<file path="config.mk">
export PLATFORM = sky130hd
export DESIGN_NAME = decoder_r_insn
export DESIGN_NICKNAME = d
export VERILOG_FILES = /design/src/rtl/decoder_r_insn.sv
export SDC_FILE = /design/constraint.sdc
export NUM_CORES = 1
export LEC_CHECK = 0
export CAP_MARGIN = 20
export CORE_MARGIN = 5
export CORE_UTILIZATION = 19
export CTS_CLUSTER_SIZE = 30
export DETAILED_ROUTE_END_ITERATION = 8
export PLACE_DENSITY = 0.83
export REMOVE_ABC_BUFFERS = 1
export SYNTH_ARGS = -nofsm -noshare
export SYNTH_HDL_FRONTEND = slang
export SYNTH_SLANG_ARGS = --single-unit
</file>
<file path="constraint.sdc">
create_clock -name CLK -period 1.5 [get_ports CLK]
set_input_delay 0.225 -clock CLK [delete_from_list [all_inputs] [get_ports CLK]]
set_output_delay 0.225 -clock CLK [all_outputs]
set_load 0.02 [all_outputs]
</file>
<file path="src/rtl/decoder_r_insn.sv">
// RV32I R-type control decoder: datapath selects, gated rd/mem write clocks, field extraction, illegal detect.
// Zero latency (combinational from INSN); only illegal_seen is registered. No backpressure.
module decoder_r_insn #(
  parameter logic [6:0] OPCODE_R = 7'b0110011
) (
  input  logic        CLK,
  input  logic        RST,
  input  logic [31:0] INSN,
  output logic        sub_sra,
  output logic        addr_sel,
  output logic        pc_next_sel,
  output logic        pc_alu_sel,
  output logic        rd_clk,
  output logic        mem_clk,
  output logic [4:0]  rs1_addr,
  output logic [4:0]  rs2_addr,
  output logic [4:0]  rd_addr,
  output logic [2:0]  alu_op,
  output logic        illegal,
  output logic        illegal_seen
);

  logic [6:0] funct7;
  logic [2:0] funct3;
  logic       legal;
  logic       wr_en;
  logic       illegal_seen_q;
  logic       illegal_seen_d;

  assign funct7   = INSN[31:25];
  assign funct3   = INSN[14:12];
  assign rs1_addr = INSN[19:15];
  assign rs2_addr = INSN[24:20];
  assign rd_addr  = INSN[11:7];
  assign alu_op   = funct3;

  // The alternate funct7 is only defined for SUB and SRA.
  always_comb begin
    legal = 1'b0;
    if (INSN[6:0] == OPCODE_R) begin
      if (funct7 == 7'b0000000) begin
        legal = 1'b1;
      end else if (funct7 == 7'b0100000 && (funct3 == 3'b000 || funct3 == 3'b101)) begin
        legal = 1'b1;
      end
    end
  end

  assign illegal     = ~legal;
  assign sub_sra     = legal & INSN[30];
  assign addr_sel    = 1'b0;
  assign pc_next_sel = 1'b0;
  assign pc_alu_sel  = 1'b0;
  assign mem_clk     = 1'b0;

  // INSN only changes while CLK is low, so this gate cannot glitch.
  assign wr_en  = legal & ~RST & (rd_addr != 5'd0);
  assign rd_clk = CLK & wr_en;

  assign illegal_seen_d = illegal_seen_q | illegal;

  always_ff @(posedge CLK or posedge RST) begin
    if (RST) begin
      illegal_seen_q <= 1'b0;
    end else begin
      illegal_seen_q <= illegal_seen_d;
    end
  end

  assign illegal_seen = illegal_seen_q;

endmodule

</file>
==> metrics <==
outcome finished, violations left; violated checks setup timing; initial antenna violation count 0; nets@finish 100; most common cell after layout, fill and taps aside dlygate4sd2_1; core area 1540 µm²; crit path launch type input pin; final slew viol count 0; clock latency at the later pin of the worst-skew pair 0.31 ns; Syn Area/Cell 8.26 µm²; Worst Hold Class input pin to register; I/O pin cnt 60; leakage power 0.000283 µW; DRT antenna net count 0; floorplan row count 14; antenna cell count 0; Post-Syn Area about 310 µm²; Area growth syn-to-layout 87.3%; Die ar. 2570 µm²; worst vdd ir about 0.28 mV; f_max around 600 MHz; Yosys cell types 16; Synth area leaders buf_4, dfrtp_1, nor4_4; final WL 1150 µm; RSZ-0062 raised after global routing true; layout cell share with drive strength beyond 1 0.328; register area 25.0 µm²; pin count of the biggest net entering global routing 4; reg-to-reg startpoint illegal_seen$_DFF_PP0_; Crit path depth 4; drt pass-1 iters 2; endpoints failing hold 0; Pwr Density between 500 and 600 nW/µm²; DP Area 553 µm²; clock share of power 0.591; Synth area leader buf_4; routability cong. 0.648; Crit path max-delay family buffers and inverters; Critical Path End rd_clk; first-pass GRT wire length around 1600 µm; Crit Path Class input pin to output port; GRT overflow 0; CP bufs+invs 2; DRC viols 0; yosys warns 0; via/cell ratio approximately 4.3; PortBufs 35; Post-Syn Instances 38; setup TNS -0.414 ns; fill count 163; Largest stage delay, worst path 0.41 ns; Initial Util 0.204; hpwl dp between 900 and 1000 µm; Critical Path RT around 1.3 ns; drt wl/cell 14.4 µm; post-synthesis register bit count 1; switch share 0.286; Multi-input gate area 140 µm²; Int Power approximately 240 µW; combinational power share 0.328; Finished Cell Area 588 µm²; CTS tree built; Tcrit/Tclk final 1.10; Slowest-stage cell, CP clkdlybuf4s50_1; CP Data Arrival Time 1.43 ns; setup ws final -0.154 ns; crit-path cells clkdlybuf4s50_1, or4_1, o2111a_1, buf_6; CP Max Fanout 2; Max-Cap Viols 0; vias in the first global route 419; worst setup path start INSN[7]; Die Y-Extent about 51 µm; worst r2r dst illegal_seen$_DFF_PP0_; Setup Viol. Count Final 3; First DRT Iteration DRCs 5; r2r setup slk just over 0.8 ns; Design Power 335 µW; top cell type's share of synthesized area 0.526; Clock Skew 0 ns; max reg flops 1; Flop pwr share 0.081; Psw 95.5 µW; most frequent cells in the layout dlygate4sd2_1, clkdlybuf4s50_1, clkbuf_4, buf_4, conb_1; gr usage total 0.0929; Worst R2R Path Depth 1; Vias 343; CP endpoint kind output port; register area share after synthesis 0.0797; die width 50.7 µm; fin crit period around 1.7 ns; Final Hold Slack 0.414 ns; Clock transition at path regs 0.03 ns
## worst min-delay path by stage
stage / startpoint / end / depth (start not counted)
after detailed placement: RST / illegal_seen$_DFF_PP0_ / 2
after floorplan: RST / illegal_seen$_DFF_PP0_ / 1
after global routing: RST / illegal_seen$_DFF_PP0_ / 3
after global placement: RST / illegal_seen$_DFF_PP0_ / 2
after CTS: INSN[28] / illegal_seen$_DFF_PP0_ / 5
final: INSN[6] / illegal_seen$_DFF_PP0_ / 5
## per-stage QoR
stage / setup WS, ns / util / instances
after floorplan: -0.00495 / - / 19
after global placement: -0.886 / 0.359 / 73
after detailed placement: -0.927 / 0.359 / 73
after global routing: -0.198 / 0.381 / 80
final: -0.154 / 0.381 / 80
after CTS: -0.286 / 0.376 / 79
## power groups by stage
stage	registers (µW)	logic [µW]	clock network (µW)
CTS	27.2	111	208
detailed placement	27.5	126	7.37
finish	27.2	110	198
global route	27.1	117	226
floorplan	27.5	16.9	7.40
global placement	27.5	124	7.37
## synth_stat cells (all sizes together)
master and number:
buf 22, nand4b 2, nor4 2, and4 1, conb 1, dfrtp 1
inv 1, nand2b 1, nand3 1, nor3 1, o2111a 1, o21ai 1
or4 1, or4b 1, xor2 1
## layout make-up
| class | count | area share |
|---|---|---|
| multi-input cells | 17 | 0.238 |
| inverters | 1 | 0.00638 |
| clock buffers | 6 | 0.0830 |
| repair buffers | 39 | 0.596 |
| well taps | 16 | 0.0340 |
| flip-flops and latches | 1 | 0.0426 |
## per-layer routing
metal | GRT usage | up-vias | wire [µm]
li1 | - | 161 | -
met1 | 0.0418 | 149 | 254
met2 | 0.147 | 31 | 668
met3 | 0.118 | 2 | 211
met4 | 0.0894 | 0 | 18
met5 | 0 | - | 0
## what timing repair did
action | 4_1_cts | 5_1_grt
hold buffers | 1 | 0
endpoints found under the setup margin | 15 | 5
resized for setup | 47 | 7
endpoints found under the hold margin | 1 | 0
pin swaps | 6 | 4
buffers inserted | 0 | 1
## cell families (layout without fill, tap and decap cells)
group / Yosys count / after routing / share of synthesized area
buffers and inverters: 23 / 46 / 0.538
AND/OR/NAND/NOR: 10 / 10 / 0.291
flip-flops: 1 / 1 / 0.0797
XOR/XNOR: 1 / 1 / 0.0279
AO/OA/AOI/OAI: 2 / 2 / 0.0518
other: 1 / 4 / 0.0119
Note: power is estimated with default switching activity, not from simulation.
